**src/rtl/l2_mem_write_buffer_pkg.sv**
```systemverilog
// Block-interface constants and write-buffer FSM encoding shared by the L2 cache,
// the write buffer and the memory model.
package l2_mem_write_buffer_pkg;

    localparam int BLK_ADDR_W = 28;   // block address = byte address [31:4]
    localparam int BLK_DATA_W = 128;  // one cache block
    localparam int WB_DEPTH   = 4;

    typedef enum logic [1:0] {
        ST_IDLE  = 2'd0,
        ST_DRAIN = 2'd1,
        ST_FETCH = 2'd2
    } wb_state_t;

endpackage

```
**src/rtl/l2_mem_write_buffer_wb_fifo_cam.sv**
```systemverilog
// Circular store of posted block writes with head/tail/count and a parallel
// address match that reports the youngest matching valid entry.
module wb_fifo_cam
    import l2_mem_write_buffer_pkg::*;
#(
    parameter int DEPTH  = WB_DEPTH,
    parameter int ADDR_W = BLK_ADDR_W,
    parameter int DATA_W = BLK_DATA_W,
    localparam int PTR_W = $clog2(DEPTH),
    localparam int CNT_W = PTR_W + 1
) (
    input  logic              clk,
    input  logic              rst_n,
    input  logic              push,
    input  logic [ADDR_W-1:0] push_addr,
    input  logic [DATA_W-1:0] push_data,
    input  logic              pop,
    input  logic              ow_en,
    input  logic [PTR_W-1:0]  ow_idx,
    input  logic [DATA_W-1:0] ow_data,
    input  logic [ADDR_W-1:0] match_addr,
    input  logic              skip_head,
    output logic              hit,
    output logic [PTR_W-1:0]  hit_idx,
    output logic [DATA_W-1:0] hit_data,
    output logic [ADDR_W-1:0] head_addr,
    output logic [DATA_W-1:0] head_data,
    output logic [CNT_W-1:0]  count,
    output logic              full
);

    logic [ADDR_W-1:0] addr_mem [DEPTH];
    logic [DATA_W-1:0] data_mem [DEPTH];
    logic [PTR_W-1:0]  head;
    logic [PTR_W-1:0]  tail;
    logic [CNT_W-1:0]  cnt;
    logic [PTR_W-1:0]  scan_idx;

    always_ff @(posedge clk or negedge rst_n) begin
        if (!rst_n) begin
            head <= '0;
            tail <= '0;
            cnt  <= '0;
        end else begin
            if (push) tail <= tail + 1'b1;
            if (pop)  head <= head + 1'b1;
            case ({push, pop})
                2'b10:   cnt <= cnt + 1'b1;
                2'b01:   cnt <= cnt - 1'b1;
                default: cnt <= cnt;
            endcase
        end
    end

    // Payload storage carries no reset; validity comes solely from head/count.
    always_ff @(posedge clk) begin
        if (push) begin
            addr_mem[tail] <= push_addr;
            data_mem[tail] <= push_data;
        end
        if (ow_en) begin
            data_mem[ow_idx] <= ow_data;
        end
    end

    // Scan oldest to youngest so the last match left standing is the youngest.
    always_comb begin
        hit      = 1'b0;
        hit_idx  = '0;
        scan_idx = '0;
        for (int k = 0; k < DEPTH; k++) begin
            scan_idx = head + PTR_W'(k);
            if ((CNT_W'(k) < cnt) && (addr_mem[scan_idx] == match_addr) &&
                !(skip_head && (k == 0))) begin
                hit     = 1'b1;
                hit_idx = scan_idx;
            end
        end
    end

    assign hit_data  = data_mem[hit_idx];
    assign head_addr = addr_mem[head];
    assign head_data = data_mem[head];
    assign count     = cnt;
    assign full      = (cnt == CNT_W'(DEPTH));

endmodule

```
**src/rtl/l2_mem_write_buffer.sv**
```systemverilog
// Posted write-back buffer between an L2 cache and slow memory: acks writes,
// drains them when idle, forwards read hits and fetches read misses.
// Optional build macro WB_COALESCE_EN merges a write into a queued, not yet
// in-flight entry with the same block address.
module l2_mem_write_buffer
    import l2_mem_write_buffer_pkg::*;
#(
    parameter int DEPTH  = WB_DEPTH,
    parameter int ADDR_W = BLK_ADDR_W,
    parameter int DATA_W = BLK_DATA_W
) (
    input  logic                     clk,
    input  logic                     rst_n,
    input  logic                     up_read,
    input  logic                     up_write,
    input  logic [ADDR_W-1:0]        up_addr,
    input  logic [DATA_W-1:0]        up_wdata,
    output logic [DATA_W-1:0]        up_rdata,
    output logic                     up_ready,
    output logic                     mem_read,
    output logic                     mem_write,
    output logic [ADDR_W-1:0]        mem_addr,
    output logic [DATA_W-1:0]        mem_wdata,
    input  logic [DATA_W-1:0]        mem_rdata,
    input  logic                     mem_ready,
    output logic [$clog2(DEPTH):0]   wb_count
);

    localparam int PTR_W = $clog2(DEPTH);

    wb_state_t         state;
    wb_state_t         state_next;
    logic              miss_pend;
    logic [ADDR_W-1:0] miss_addr;

    logic              wr_req;
    logic              rd_req;
    logic              wr_accept;
    logic              cw_hit;
    logic              fetch_done;
    logic              drain_done;
    logic              drain_busy;
    logic              skip_head;

    logic              hit;
    logic [PTR_W-1:0]  hit_idx;
    logic [DATA_W-1:0] hit_data;
    logic [ADDR_W-1:0] head_addr;
    logic [DATA_W-1:0] head_data;
    logic              full;

    logic              mem_read_d;
    logic              mem_write_d;
    logic [ADDR_W-1:0] mem_addr_d;
    logic [DATA_W-1:0] mem_wdata_d;

    // Requests are only looked at while up_ready is low, so a held request
    // that has just been acknowledged is never taken a second time.
    assign wr_req     = up_write && !up_ready;
    assign rd_req     = up_read && !up_write && !up_ready && !miss_pend;
    assign fetch_done = (state == ST_FETCH) && mem_ready;
    assign drain_done = (state == ST_DRAIN) && mem_ready;
    assign drain_busy = (state == ST_DRAIN) || (state_next == ST_DRAIN);
    assign skip_head  = wr_req && drain_busy;

`ifdef WB_COALESCE_EN
    assign cw_hit = wr_req && hit;
`else
    assign cw_hit = 1'b0;
`endif

    // A full buffer still takes a write in the cycle the head is popped.
    assign wr_accept = wr_req && !fetch_done && (!full || drain_done || cw_hit);

    wb_fifo_cam #(
        .DEPTH  (DEPTH),
        .ADDR_W (ADDR_W),
        .DATA_W (DATA_W)
    ) u_fifo (
        .clk        (clk),
        .rst_n      (rst_n),
        .push       (wr_accept && !cw_hit),
        .push_addr  (up_addr),
        .push_data  (up_wdata),
        .pop        (drain_done),
        .ow_en      (wr_accept && cw_hit),
        .ow_idx     (hit_idx),
        .ow_data    (up_wdata),
        .match_addr (up_addr),
        .skip_head  (skip_head),
        .hit        (hit),
        .hit_idx    (hit_idx),
        .hit_data   (hit_data),
        .head_addr  (head_addr),
        .head_data  (head_data),
        .count      (wb_count),
        .full       (full)
    );

    always_ff @(posedge clk or negedge rst_n) begin
        if (!rst_n) begin
            state <= ST_IDLE;
        end else begin
            state <= state_next;
        end
    end

    always_comb begin
        state_next = state;
        unique case (state)
            ST_IDLE: begin
                if (miss_pend)            state_next = ST_FETCH;
                else if (wb_count != '0)  state_next = ST_DRAIN;
            end
            ST_DRAIN: if (mem_ready) state_next = ST_IDLE;
            ST_FETCH: if (mem_ready) state_next = ST_IDLE;
            default:  state_next = ST_IDLE;
        endcase
    end

    // Memory-side outputs are computed from the next state so they register
    // in the same edge the FSM moves, and drop the edge mem_ready is seen.
    always_comb begin
        mem_read_d  = (state_next == ST_FETCH);
        mem_write_d = (state_next == ST_DRAIN);
        mem_addr_d  = mem_addr;
        mem_wdata_d = mem_wdata;
        if (state == ST_IDLE && state_next == ST_FETCH) begin
            mem_addr_d = miss_addr;
        end else if (state == ST_IDLE && state_next == ST_DRAIN) begin
            mem_addr_d  = head_addr;
            mem_wdata_d = head_data;
        end
    end

    always_ff @(posedge clk or negedge rst_n) begin
        if (!rst_n) begin
            mem_read  <= 1'b0;
            mem_write <= 1'b0;
            mem_addr  <= '0;
            mem_wdata <= '0;
        end else begin
            mem_read  <= mem_read_d;
            mem_write <= mem_write_d;
            mem_addr  <= mem_addr_d;
            mem_wdata <= mem_wdata_d;
        end
    end

    always_ff @(posedge clk or negedge rst_n) begin
        if (!rst_n) begin
            up_ready  <= 1'b0;
            up_rdata  <= '0;
            miss_pend <= 1'b0;
            miss_addr <= '0;
        end else begin
            up_ready <= 1'b0;
            if (wr_accept) begin
                up_ready <= 1'b1;
            end else if (rd_req && hit) begin
                up_ready <= 1'b1;
                up_rdata <= hit_data;
            end else if (fetch_done) begin
                up_ready <= 1'b1;
                up_rdata <= mem_rdata;
            end

            if (rd_req && !hit) begin
                miss_pend <= 1'b1;
                miss_addr <= up_addr;
            end else if (fetch_done) begin
                miss_pend <= 1'b0;
            end
        end
    end

endmodule

```
**config.mk**
```make
export PLATFORM = sky130hd
export DESIGN_NAME = l2_mem_write_buffer
export DESIGN_NICKNAME = d
export VERILOG_FILES = /design/src/rtl/l2_mem_write_buffer_pkg.sv /design/src/rtl/l2_mem_write_buffer_wb_fifo_cam.sv /design/src/rtl/l2_mem_write_buffer.sv
export SDC_FILE = /design/constraint.sdc
export NUM_CORES = 1
export LEC_CHECK = 0
export CORE_MARGIN = 1.5
export CORE_UTILIZATION = 55
export CTS_CLUSTER_SIZE = 12
export DETAILED_ROUTE_END_ITERATION = 10
export PLACE_DENSITY = 0.79
export SLEW_MARGIN = 20
export SYNTH_ARGS = -nofsm -noshare
export SYNTH_HDL_FRONTEND = slang
export SYNTH_HIERARCHICAL = 1
export SYNTH_SLANG_ARGS = --single-unit
```
**constraint.sdc**
```tcl
create_clock -name clk -period 14.15 [get_ports clk]
set_clock_uncertainty 0.1 [all_clocks]
set_input_delay 4.245 -clock clk [delete_from_list [all_inputs] [get_ports clk]]
set_output_delay 4.245 -clock clk [all_outputs]
set_load 0.02 [all_outputs]
```
==> impl_results.md <==
* TritonCTS clock tree: yes
* Routability cong. at 0.954
* Number of global-route vias before repair at 31.2k
* Worst Path Required at 14.63 ns
* Peak supply drop at 0.121 mV
* RSZ-0062 raised after global routing: no
* Reg2reg setup slack at 6.29 ns
* Grt ovf at 0
* Cts bufs inserted at 103
* Vias per cell at 6.31
* Synth Cell Area at 49700 µm²
* DR vias at 30.1k
* Worst EP arrival at 9.73 ns
* # setup viols final at 0
* Synth area leaders: edfxtp_1, mux2_2, dfrtp_1
* Setup crit end kind: flop
* PD cells at 202 nW/µm²
* Initial core utilization at 55.4%
* Max-cap viol count at 0
* Post-Route WL at 142000 µm
* Post-synthesis async set-or-reset flop share at 34.2%
* Largest net degree at the start of global routing at 131
* Tmin final at 9.25 ns
* Hold WC Path Type: flop to flop
* # rows at 110
* Filler instances at 6249
* Post-synth top area share at 37.7%
* Antenna Nets Post-Route at 0
* Die X at 304 µm
* Gr usage total at 30.6%
* Deepest clock path buffer count at 3
* Fin. Hold Viols at 0
* DIE AREA at 92100 µm²
* CTS sink count at 949
* Final routed DRC violation total at 0
* # IOs at 579
* Post-route insts no fill at 4766
* Worst-path clk slew at 0.06 ns
* Root Buffer: clkbuf_16
* Unique masters post-synth at 82
* Drt pass-1 iters at 5
* Die Height at 304 µm
* Failing checks: slew limit
* Core Box Area at 89700 µm²
* Reg2Reg Depth at 15
* EDFF count, synth at 624
* Switching pwr at 4.26 mW
* Worst-Margin Slew at 25.24 ns
* Clk pwr share at 22.1%
* Initial antenna violation count at 25
* Sequential element share of the synthesized area at 54.1%
* WL per Instance at 29.8 µm
* Pins Over Slew Limit at 520
* First DRT Iteration DRCs at 2360
* CTS Hold Bufs at 0
* Synth Warn # at 6
* Comb power frac at 42.4%
* DP Wirelength at 87800 µm
* Skew-Pair Late Insertion Delay at 0.69 ns
* Hold Crit Depth at 1
* Placed Cells at 4558
* First-pass GRT wire length at 206000 µm
* Setup TNS Final at 0 ns
* Static Leak at 21.5 nW
* CTS H-tree depth at 3
* Area leader, netlist: edfxtp_1
* Final #Nets at 3789
* IO buf count at 578
* CP Class: input port to flop
* Share of layout cells above drive strength 1 at 37.0%
* Part of the power in registers at 35.5%
* Gate Count Post-Synth at 2985
* Worst slew margin at -1590%
* Crit Path Max Fanout at 128
* Total setup buffers inserted after CTS at 0
* Peak Freq at 108 MHz
* Mean Syn Cell Area at 16.6 µm²
* Status: finished with violations
* Sw Ratio at 35.6%
* Seq cells post-synth at 949
* Top FF cell, synth: edfxtp_1
* CP Launch Type: input port
* Int Power at 7.73 mW
* Area grow syn2layout at 19.5%
* PostCTS Resize Cnt at 0
* Crit share post-route at 65.4%
-- per-layer routing --
metal	share of wire (%)	global-route usage (%)	up-vias
met5	0.12	0	-
met4	4.0	12.1	26
met3	6.9	6.57	306
met2	51	51.5	1154
met1	38	38.6	15600
li1	-	-	13000
-- registers in the layout (all words and copies together), names as in the netlist --
| name | cells |
|---|---|
| miss_pend | 1 |
| mem_addr | 28 |
| miss_addr | 28 |
| state | 2 |
| u_fifo/head | 2 |
| up_ready | 1 |
| mem_wdata | 128 |
| u_fifo/count | 3 |
| u_fifo/addr_mem | 112 |
| up_rdata | 128 |
| mem_read | 1 |
| mem_write | 1 |
| u_fifo/tail | 2 |
| u_fifo/data_mem | 512 |
-- cells in the mapped netlist (4+ instances only) --
| cell type | instances |
|---|---|
| xnor2_1 | 61 |
| xor2_1 | 30 |
| a22oi_1 | 5 |
| o22ai_1 | 13 |
| nand2_1 | 44 |
| o221ai_1 | 4 |
| mux4_2 | 275 |
| nor4_1 | 12 |
| a31oi_1 | 5 |
| nor2_1 | 34 |
| a211oi_1 | 8 |
| nor3_1 | 11 |
| nor2b_1 | 7 |
| inv_1 | 17 |
| and2_1 | 8 |
| dfrtp_1 | 325 |
| and3_1 | 4 |
| mux2_2 | 824 |
| o21ai_0 | 14 |
| or4_1 | 4 |
| edfxtp_1 | 624 |
| buf_2 | 15 |
| buf_6 | 28 |
| buf_8 | 22 |
| ha_1 | 13 |
| mux2i_1 | 120 |
| nand4_1 | 12 |
| a22o_1 | 56 |
| mux2_1 | 122 |
| nand2b_1 | 6 |
| clkbuf_1 | 127 |
| a21oi_1 | 29 |
| buf_1 | 22 |
| a221oi_1 | 5 |
| buf_4 | 9 |
-- cell type report --
class	count	area [µm²]	area share, %
clock buffers	149	2910	4.90
well taps	1176	1470	2.48
multi-input cells	1795	21400	36.1
flip-flops and latches	949	26900	45.3
inverters	18	67.6	0.114
repair buffers	620	6160	10.4
clock inverters	46	438	0.737
diodes	13	32.5	0.0548
-- path summary, 6_finish.rpt --
kind | start | end
setup / recovery | up_addr[17] | up_rdata[87]$_DFFE_PN0P_
hold / removal | mem_wdata[124]$_DFFE_PN0P_ | mem_wdata[124]$_DFFE_PN0P_
setup reg to reg | u_fifo/head[1]$_DFFE_PN0P_ | up_rdata[87]$_DFFE_PN0P_
hold reg to reg | mem_wdata[124]$_DFFE_PN0P_ | mem_wdata[124]$_DFFE_PN0P_
max in group asynchronous | rst_n | up_rdata[16]$_DFFE_PN0P_
min in group asynchronous | rst_n | mem_addr[5]$_DFFE_PN0P_
-- cells by family after synthesis --
kind of cell / share of synthesized area [%]
AO/OA/AOI/OAI: 2.77
flip-flops: 54.1
adder cells (fa/ha/maj): 0.327
multiplexers: 36.5
XOR/XNOR: 1.60
other: 0.00755
buffers and inverters: 2.94
AND/OR/NAND/NOR: 1.79
-- stage by stage --
step	instance area, µm²	hold WS, ns	power [mW]	util, %	setup WS (ns)
final	59400	0.389	12.0	66.2	4.90
after global routing	59400	0.399	12.5	66.2	4.77
after CTS	59300	0.393	12.1	66.1	5.01
after detailed placement	56000	0.380	9.37	62.4	4.31
after global placement	56000	0.374	9.28	62.4	4.23
after floorplan	49700	0.381	7.43	-	5.95
-- critical path, stage by stage --
cell,delay (ns)
clkdlybuf4s50_1,0.80
a32o_1,0.43
a2111oi_0,0.62
nand4_1,0.30
or4_1,0.73
nand2_2,0.18
o31ai_2,0.11
a221oi_4,0.38
buf_12,0.52
mux4_2,0.46
mux2_2,0.29
mux2_2,0.26
-- power groups by stage --
stage	sequential (mW)	clock [mW]	combinational [mW]
5_1_grt	4.33	2.80	5.36
2_1_floorplan	4.64	0	2.78
3_5_place_dp	4.30	0	5.07
4_1_cts	4.26	2.70	5.10
3_3_place_gp	4.25	0	5.02
6_report	4.26	2.66	5.08
-- cell usage in the layout (no fill, tap or decap), drive strengths merged, types with 34 or more instances in the layout --
cell type / instances
clkinv: 40
dfrtp: 325
edfxtp: 624
buf: 43
xnor2: 61
clkbuf: 149
mux2: 947
nor2: 34
a22o: 56
clkdlybuf4s50: 577
mux4: 275
nand2: 45
mux2i: 124
Power figures use the tool's default switching activity.
